<file path="config.mk">
export PLATFORM = sky130hd
export DESIGN_NAME = instr_sequencer
export DESIGN_NICKNAME = d
export VERILOG_FILES = /design/src/rtl/instr_sequencer.sv
export SDC_FILE = /design/constraint.sdc
export NUM_CORES = 1
export LEC_CHECK = 0
export BUFFER_PORTS_ARGS = -buffer_cell sky130_fd_sc_hd__buf_2
export CORE_MARGIN = 1.5
export CORE_UTILIZATION = 25
export DETAILED_ROUTE_END_ITERATION = 12
export GPL_TIMING_DRIVEN = 0
export PLACE_DENSITY = 0.56
export SLEW_MARGIN = 10
export SYNTH_ARGS = -nofsm -noshare
export SYNTH_HDL_FRONTEND = slang
export SYNTH_SLANG_ARGS = --single-unit
</file>
<file path="constraint.sdc">
create_clock -name clk -period 4.5 [get_ports clk]
set_input_delay 0.9 -clock clk [delete_from_list [all_inputs] [get_ports clk]]
set_output_delay 0.9 -clock clk [all_outputs]
set_load 0.02 [all_outputs]
</file>
<file path="src/rtl/instr_sequencer.sv">
// instr_sequencer: fetches instruction words, decodes them and issues op_code plus register addresses to the control unit.
module instr_sequencer #(
    parameter int PC_W      = 6,
    parameter int INSTR_W   = 20,
    parameter int REG_AW    = 5,
    parameter int LAST_ADDR = 63
) (
    input  logic               clk,
    input  logic               rst_n,
    input  logic               start,
    output logic [PC_W-1:0]    imem_addr,
    output logic               imem_rd,
    input  logic [INSTR_W-1:0] imem_data,
    output logic [2:0]         op_code,
    output logic               op_valid,
    output logic [REG_AW-1:0]  rd_addr1,
    output logic [REG_AW-1:0]  rd_addr2,
    output logic [REG_AW-1:0]  wr_addr,
    output logic               busy,
    output logic               done,
    output logic               illegal
);
    typedef enum logic [2:0] {IDLE, FETCH, DECODE, EXEC, MEM, HALT} state_t;
    state_t state, state_next;
    logic [PC_W-1:0] pc;
    logic [17:0] ir;
    logic [2:0] dec_op, exec_op;
    logic is_mem, last, advance;
    logic [1:0] unused_bits;
    assign unused_bits = imem_data[1:0];
    assign dec_op = imem_data[19:17];
    assign exec_op = ir[17:15];
    assign is_mem = exec_op == 3'b011 || exec_op == 3'b100;
    assign last = pc == PC_W'(LAST_ADDR);
    // the final EXEC/MEM cycle doubles as the advance step
    assign advance = (state == EXEC && !is_mem) || state == MEM;
    always_ff @(posedge clk) begin
        if (!rst_n) begin
            state   <= IDLE;
            pc      <= '0;
            ir      <= '0;
            done    <= 1'b0;
            illegal <= 1'b0;
        end else begin
            state <= state_next;
            if ((state == IDLE || state == HALT) && start) begin
                pc      <= '0;
                done    <= 1'b0;
                illegal <= 1'b0;
            end
            // ir only takes issued instructions so outputs hold the last issued op
            if (state == DECODE) begin
                if (dec_op <= 3'b100) ir <= imem_data[19:2];
                done    <= dec_op == 3'b111;
                illegal <= dec_op == 3'b101 || dec_op == 3'b110;
            end
            if (advance) begin
                if (last) done <= 1'b1;
                else pc <= pc + 1'b1;
            end
        end
    end
    always_comb begin
        state_next = state;
        case (state)
            IDLE, HALT: state_next = start ? FETCH : state;
            FETCH:      state_next = DECODE;
            DECODE:     state_next = dec_op <= 3'b100 ? EXEC : HALT;
            EXEC:       state_next = is_mem ? MEM : (last ? HALT : FETCH);
            MEM:        state_next = last ? HALT : FETCH;
            default:    state_next = IDLE;
        endcase
    end
    always_comb begin
        imem_rd  = state == FETCH;
        op_valid = state == EXEC || state == MEM;
        busy     = state == FETCH || state == DECODE || state == EXEC || state == MEM;
    end
    assign imem_addr = pc;
    assign op_code   = ir[17:15];
    assign rd_addr1  = ir[14:10];
    assign rd_addr2  = ir[9:5];
    assign wr_addr   = ir[4:0];
endmodule

</file>
== Word level (Yosys, flattened, before mapping) ==
Index checks and enable logic that the tools add are counted.
Cells by class
  reduce and logical (&&, ||, !) cells: 15
  $lt $le $gt $ge: 1
  mux-type cells: 14
  add/subtract/negate cells: 1
  equality and inequality tests: 12
Operators with widths (number)
  3-bit equality test, second input constant: 6
  6-bit 2-to-1 mux: 3
  3-bit one-hot mux with 5 select lines: 1
  3-bit 2-to-1 mux: 4
  3-bit by 2-bit equality test with 1-bit output, second input constant: 3
  1-bit logical OR: 8
  6-bit by 1-bit adder with 6-bit output, second input constant: 1
  6-bit equality test, second input constant: 1
  1-bit 2-to-1 mux: 6
  3-bit by 1-bit equality test with 1-bit output, second input constant: 1
  3-bit <= comparator, second input constant: 1
  3-bit logical NOT: 1
  1-bit logical AND: 2
  2-bit != test, second input constant: 1
  2-bit AND reduction: 1
  2-bit nonzero test: 1
  2-bit OR reduction: 1
  1-bit logical NOT: 1
Word-level totals
  bits in registers: 29
  word-level logic and storage cells: 48

== Logic depth before layout (Yosys ltp) ==
Gate-level depths: netlist of the first run.
  depth after elaboration: 7
  mapped depth: 6
  depth with buffers taken out: 5

== Worst setup path after synthesis of the first run ==
OpenSTA, ideal clock, no wires.
  kind: reg-to-output
  start point: reg state[1]
  end point: out imem_rd
  stages on the path, launching flop included: 4
  path slack: 2669 ps
  arrival: 931 ps
  cell sequence: dfxtp_1 > buf_2 > nand2b_1 > nor2_1
On the way
  longest elaborated chain between the ends: 1
RTL lines
  start: declaration: RTL line 24  | state_t state, state_next;
  start signal: assignment: RTL line 45  | state <= state_next;
  3-bit by 1-bit equality test with 1-bit output: RTL line 75  | imem_rd = state == FETCH;
  end: declaration: RTL line 12  | output logic imem_rd,
Every way passes these cells.

== Worst setup path after layout of the first run ==
  start point: reg state[0]
  end point: out op_valid
On the way
  longest elaborated chain between the ends: 2
RTL lines
  3-bit by 2-bit equality test with 1-bit output or 3-bit equality test (tied branches): RTL line 76  | op_valid = state == EXEC || state == MEM;
  1-bit logical OR (*): RTL line 76
  end: declaration: RTL line 15  | output logic op_valid,
Mark *: on every way between the ends. The rest lies on a longest branch, timed or not.

==> out/metrics.yaml, run 1 <==
finalCriticalPeriod_ns: 2.262
core_um2: 5238
status: "finished, final reports clean"
grt_usage: 0.1240
grt_overflow: 0
syn_area_um2: 1391
ys_types: 38
post-dp-hpwl_mm: 2.561
leakagePower_nw: 0.7737
globalplace.congestion: 0.8019
antenna_found_initial: 0
cts.sinks: 29
max_stage_delay_ns: 0.34
syn_nets: 201
detail-route-antenna-nets: 0
critPathArrivalTime_ns: 1.36
setup_tns_ns: 0
synthToLayoutAreaGrowth_pct: 30.13
cts_setup_buffers: 0
root_buffer: "clkbuf_8"
wl_met2_mm: 1.493
diodes: 0
via_per_inst: 4.632
ios: 52
ctsResizeCount: 0
ys_seq_area_frac: 0.4173
wl_per_cell_um: 11.48
fp.dieW_um: 77.60
synth-seq-cells: 29
path_max_fanout: 10
criticalPathCategory: "reg -> out"
routed-wl-met3_um: 269
finalHoldViolCount: 0
grt_start_max_net_pins: 11
met1_length_mm: 1.696
max-vdd-ir-drop_mv: 0.1816
setup_viol: 0
placement.io_buffers: 49
postPlaceCellArea_um2: 1724
yosys_most_used_dff: "dfxtp_1"
crit_slowest_cell: "dfxtp_1"
critical_path_required_ns: 3.60
cts_tree: "built"
crit_path_start_kind: "register"
top_layer: "met4"
design_area_um2: 1810
layout.nets: 257
synth_edf_count: 0
ys_async_sr_fraction: 0
num_vias: 1408
cp_top_family: "buffers and inverters"
p_per_area_nw_per_um2: 330.7
drive_gt1_frac: 0.2863
dieArea_um2: 6022
cts_made_buffers: 5
grt_pass1_wl_mm: 5.968
worst-path-buf-inv: 3
cap_violations: 0
htree_levels: 2
clkTransAtPathRegs_ns: 0.07
hold_buffers: 0
critPathCaptureType: "primary output"
hp-class: "reg -> reg"
relSlewSlack: 0.6996
grt_pass1_vias: 1270
fp-row-count: 26
crit_chain: "buf_6 > nor3b_4 > nor2_1 > inv_1 > buf_2"
finClkSkew_ns: 0.006245
drt_iter0_markers: 68
drc: 0
routed_wirelength_mm: 3.489
die_h_um: 77.60
initial_core_util: 0.2656
power_uw: 598.8
rsz0062_at_grt: "false"
clk_latency_ns: 0.28
max_slew.worst_pin.slew_ns: 0.4506
cts.path.max_buffers: 2
ys_warn_count: 0
syn_avg_cell_area_um2: 7.861
drt_first_pass_iters: 4
period_share: 0.5027
whs_ns: 0.4511
syn-instance-count: 177
slew_viol_final: 0
max_freq_mhz: 442.0
[flip-flops by register name, summed over array words and instances (netlist names)]
register,count
ir,18
imem_addr,6
state,3
done,1
illegal,1
[synth_stat cells, types with 3 or more instances]
cell / number / area share
xnor2_1: 3 / 0.019
nand3_1: 6 / 0.022
clkbuf_1: 3 / 0.0081
dfxtp_1: 29 / 0.42
buf_2: 4 / 0.014
o21ai_0: 4 / 0.014
nand2_1: 45 / 0.12
a21o_1: 4 / 0.022
nor2_1: 11 / 0.030
a211oi_1: 5 / 0.027
a21oi_1: 24 / 0.086
nand2b_1: 8 / 0.036
[routing by layer]
metal  GRT usage  vias to the layer above
met3     0.04471                        4
met5           0                        -
met4     0.03818                        0
met1      0.1718                      621
li1            -                      731
met2      0.1774                       52
[worst min-delay path, cell delays in order, from the launching register on]
cell and delay (ns):
dfxtp_1 0.31, nand2_1 0.05, a21oi_1 0.05
[worst paths after layout]
kind / startpoint / slack, ns / cells past startpoint / to
max: state[0]$_SDFFE_PN0P_ / 2.24 / 5 / op_valid
min: ir[2]$_SDFFE_PN0P_ / 0.45 / 2 / ir[2]$_SDFFE_PN0P_
min reg2reg: ir[2]$_SDFFE_PN0P_ / 0.45 / 2 / ir[2]$_SDFFE_PN0P_
max reg2reg: state[2]$_SDFFE_PN0P_ / 2.81 / 4 / state[1]$_SDFFE_PN0P_
[metrics by stage]
| step | cells | utilization | setup WS (ns) |
|---|---|---|---|
| 3_5_place_dp | 296 | 0.3292 | 2.322 |
| 4_1_cts | 304 | 0.3457 | 2.233 |
| 5_1_grt | 304 | 0.3457 | 2.119 |
| 2_1_floorplan | 177 | - | 2.669 |
| 6_report | 304 | 0.3457 | 2.238 |
| 3_3_place_gp | 296 | 0.3292 | 2.327 |
[area by class of cell]
type                    instances  area [um^2]
inverters                       3        11.26
fillers                       575         3427
flip-flops and latches         29        580.6
clock buffers                   5        68.82
clock inverters                 3        17.52
multi-input cells             137        757.0
well taps                      70        87.58
repair buffers                 49        245.2
plain buffers                   8        42.54
[where the power goes]
part           switching [mW]  internal [mW]
registers             0.00806          0.268
clock network           0.102          0.106
logic                  0.0695         0.0447
total                   0.180          0.419
[cell usage in the layout, fill, tap and decap left out, drive strengths merged]
cell type / count
and2: 1
o311a: 1
a211oi: 5
a21o: 4
nor3b: 2
xnor2: 3
o211ai: 1
nand2b: 8
mux2: 1
nand3: 6
o21a: 1
or3b: 2
nand2: 45
nor3: 2
a21oi: 24
clkinvlp: 1
inv: 2
nand3b: 1
o32a: 1
o21ai: 5
nand4: 1
o31a: 1
dfxtp: 29
and3b: 1
a31oi: 2
ha: 1
clkbuf: 8
nor2: 11
or2: 1
clkinv: 3
buf: 54
a221oi: 1
o31ai: 2
o32ai: 1
a31o: 1
a22o: 1
[kinds of logic (layout without fill, tap and decap cells)]
kind of cell | Yosys count | in the layout | share of synthesized area
xor+xnor | 3 | 3 | 0.01889
compound gates | 51 | 51 | 0.2293
flops | 29 | 29 | 0.4173
buf+inv | 11 | 68 | 0.03867
mux | 1 | 1 | 0.01079
fa+ha+maj | 1 | 1 | 0.008991
simple gates | 81 | 81 | 0.2761
No activity file was read; power rests on OpenSTA's default activity.
==> run 2: changes to the inputs <==
--- a/config.mk
+++ b/config.mk
@@ -5,12 +5,13 @@
 export SDC_FILE = /design/constraint.sdc
 export NUM_CORES = 1
 export LEC_CHECK = 0
+export ABC_AREA = 1
 export BUFFER_PORTS_ARGS = -buffer_cell sky130_fd_sc_hd__buf_2
 export CORE_MARGIN = 1.5
 export CORE_UTILIZATION = 25
 export DETAILED_ROUTE_END_ITERATION = 12
 export GPL_TIMING_DRIVEN = 0
-export PLACE_DENSITY = 0.56
+export PLACE_DENSITY = 0.57
 export SLEW_MARGIN = 10
 export SYNTH_ARGS = -nofsm -noshare
 export SYNTH_HDL_FRONTEND = slang
==> constraint.sdc (replaced) <==
create_clock -name clk -period 2.24 [get_ports clk]
set_input_delay 0.448 -clock clk [delete_from_list [all_inputs] [get_ports clk]]
set_output_delay 0.448 -clock clk [all_outputs]
set_load 0.02 [all_outputs]
==> out/metrics.yaml, run 2 <==
status: "finished, final reports clean"
globalplace.congestion: 0.7921
fp.dieW_um: 75.80
ys_async_sr_fraction: 0
antenna_found_initial: 0
period_share: 0.8298
wl_per_cell_um: 10.87
clkTransAtPathRegs_ns: 0.07
clk_latency_ns: 0.28
synthToLayoutAreaGrowth_pct: 34.18
grt_start_max_net_pins: 11
finClkSkew_ns: 0.003535
postPlaceCellArea_um2: 1658
syn_avg_cell_area_um2: 6.937
finalCriticalPeriod_ns: 1.859
core_um2: 5107
final_cell_mix: "49 x buf_2, 44 x nor2_1, 33 x nand2_1"
grt_overflow: 0
synth_area_leaders: "dfxtp_1 44%, nor2_1 12%, nand2_1 9.3%, nand3_1 5.7%, inv_1 5.1%"
cts_setup_buffers: 0
layoutNonFillerInstCount: 318
yosys_most_used_dff: "dfxtp_1"
via_per_inst: 4.406
cts_made_buffers: 5
hp-class: "in -> reg"
setup_tns_ns: 0
drt_first_pass_iters: 4
rsz0062_at_grt: "false"
max-vdd-ir-drop_mv: 0.5108
die_h_um: 75.80
cts_tree: "built"
num_vias: 1401
post-dp-hpwl_mm: 2.547
regMostFlops: "ir"
synth_commonest_cells: "44 x nor2_1, 33 x nand2_1, 29 x dfxtp_1"
crit_path_start_kind: "register"
routed-wl-met3_um: 232
diodes: 0
n_fill_cell: 595
hold_buffers: 0
criticalPathCategory: "reg -> out"
layout.nets: 271
fp-row-count: 26
ios: 52
routed_wirelength_mm: 3.457
final_common_cell: "buf_2"
detail-route-antenna-nets: 0
drt_iter0_markers: 89
post-place-cells: 310
slew_viol_final: 0
design_area_um2: 1778
critPathCaptureType: "primary output"
critPathArrivalTime_ns: 1.41
yosys.area.top_type: "dfxtp_1"
top_layer: "met4"
grt_usage: 0.1276
setup_viol: 0
yosysMostFrequentCell: "nor2_1"
critical_path_required_ns: 1.79
placement.io_buffers: 49
wl_met2_mm: 1.549
ctsResizeCount: 0
relSlewSlack: 0.6780
met1_length_mm: 1.625
p_per_area_nw_per_um2: 1101
synth_top_area_share: 0.4381
drc: 0
syn_area_um2: 1325
path_max_fanout: 6
root_buffer: "clkbuf_8"
fin_util: 0.3481
initial_core_util: 0.2594
grt_pass1_wl_mm: 5.416
cap_violations: 0
cts.sinks: 29
finalHoldViolCount: 0
power_mw: 1.957
syn-instance-count: 191
ys_seq_area_frac: 0.4381
htree_levels: 2
synth_edf_count: 0
ys_warn_count: 0
syn_nets: 215
max_slew.worst_pin.slew_ns: 0.4831
largest_reg_flops: 18
max_freq_mhz: 538.0
drive_gt1_frac: 0.2742
dieArea_um2: 5746
synth-seq-cells: 29
cts.path.max_buffers: 2
grt_pass1_vias: 1180
ys_types: 23
leakagePower_nw: 0.8573
==> run 2: kinds of logic after synthesis <==
group	after synthesis	share of synthesized area
simple gates	102	0.3409
compound gates	33	0.1265
flops	29	0.4382
buf+inv	26	0.08498
fa+ha+maj	1	0.009441
==> run 2: worst max-delay path, cell delays in order (launching register included) <==
cell	delay, ns
dfxtp_1	0.47
nand2_1	0.14
nor2_1	0.15
inv_1	0.09
nand4_1	0.10
buf_2	0.17
==> run 2: path summary, 6_finish.rpt <==
check                                from                 endpoint  slack [ns]  cells past startpoint
setup / recovery    state[0]$_SDFFE_PN0P_                     busy        0.38                      5
hold / removal               imem_data[9]       ir[7]$_SDFFE_PN0P_        0.39                      3
setup reg to reg  imem_addr[0]$_SDFF_PN0_  imem_addr[0]$_SDFF_PN0_        0.73                      8
hold reg to reg       ir[13]$_SDFFE_PN0P_      ir[13]$_SDFFE_PN0P_        0.48                      2
==> run 2: metrics by stage <==
| step | hold slack [ns] | setup WS (ns) |
|---|---|---|
| 6_report | 0.3920 | 0.3812 |
| 5_1_grt | 0.4015 | 0.2755 |
| 4_1_cts | 0.3853 | 0.3897 |
| 3_5_place_dp | 0.4671 | 0.6663 |
| 3_3_place_gp | 0.4584 | 0.6795 |
| 2_1_floorplan | 0.5299 | 0.6073 |
==> run 2: power by group <==
group          switching (mW)  internal [mW]
Clock                   0.224          0.362
Combinational           0.448          0.228
Sequential             0.0823          0.613
Total                   0.755           1.20
==> run 2: layout make-up <==
| type | instances | area (um^2) | share of cell area |
|---|---|---|---|
| inverters | 21 | 78.83 | 0.04433 |
| repair buffers | 49 | 245.2 | 0.1379 |
| clock buffers | 6 | 82.58 | 0.04645 |
| flip-flops and latches | 29 | 580.6 | 0.3265 |
| well taps | 70 | 87.58 | 0.04926 |
| multi-input cells | 136 | 631.9 | 0.3554 |
| plain buffers | 5 | 33.78 | 0.01900 |
| clock inverters | 2 | 37.54 | 0.02111 |
==> run 2: layer usage <==
metal / up-vias / global-route usage
met3: 6 / 0.03968
met4: 0 / 0.05952
met2: 40 / 0.1952
met1: 631 / 0.1637
met5: - / 0
li1: 724 / -
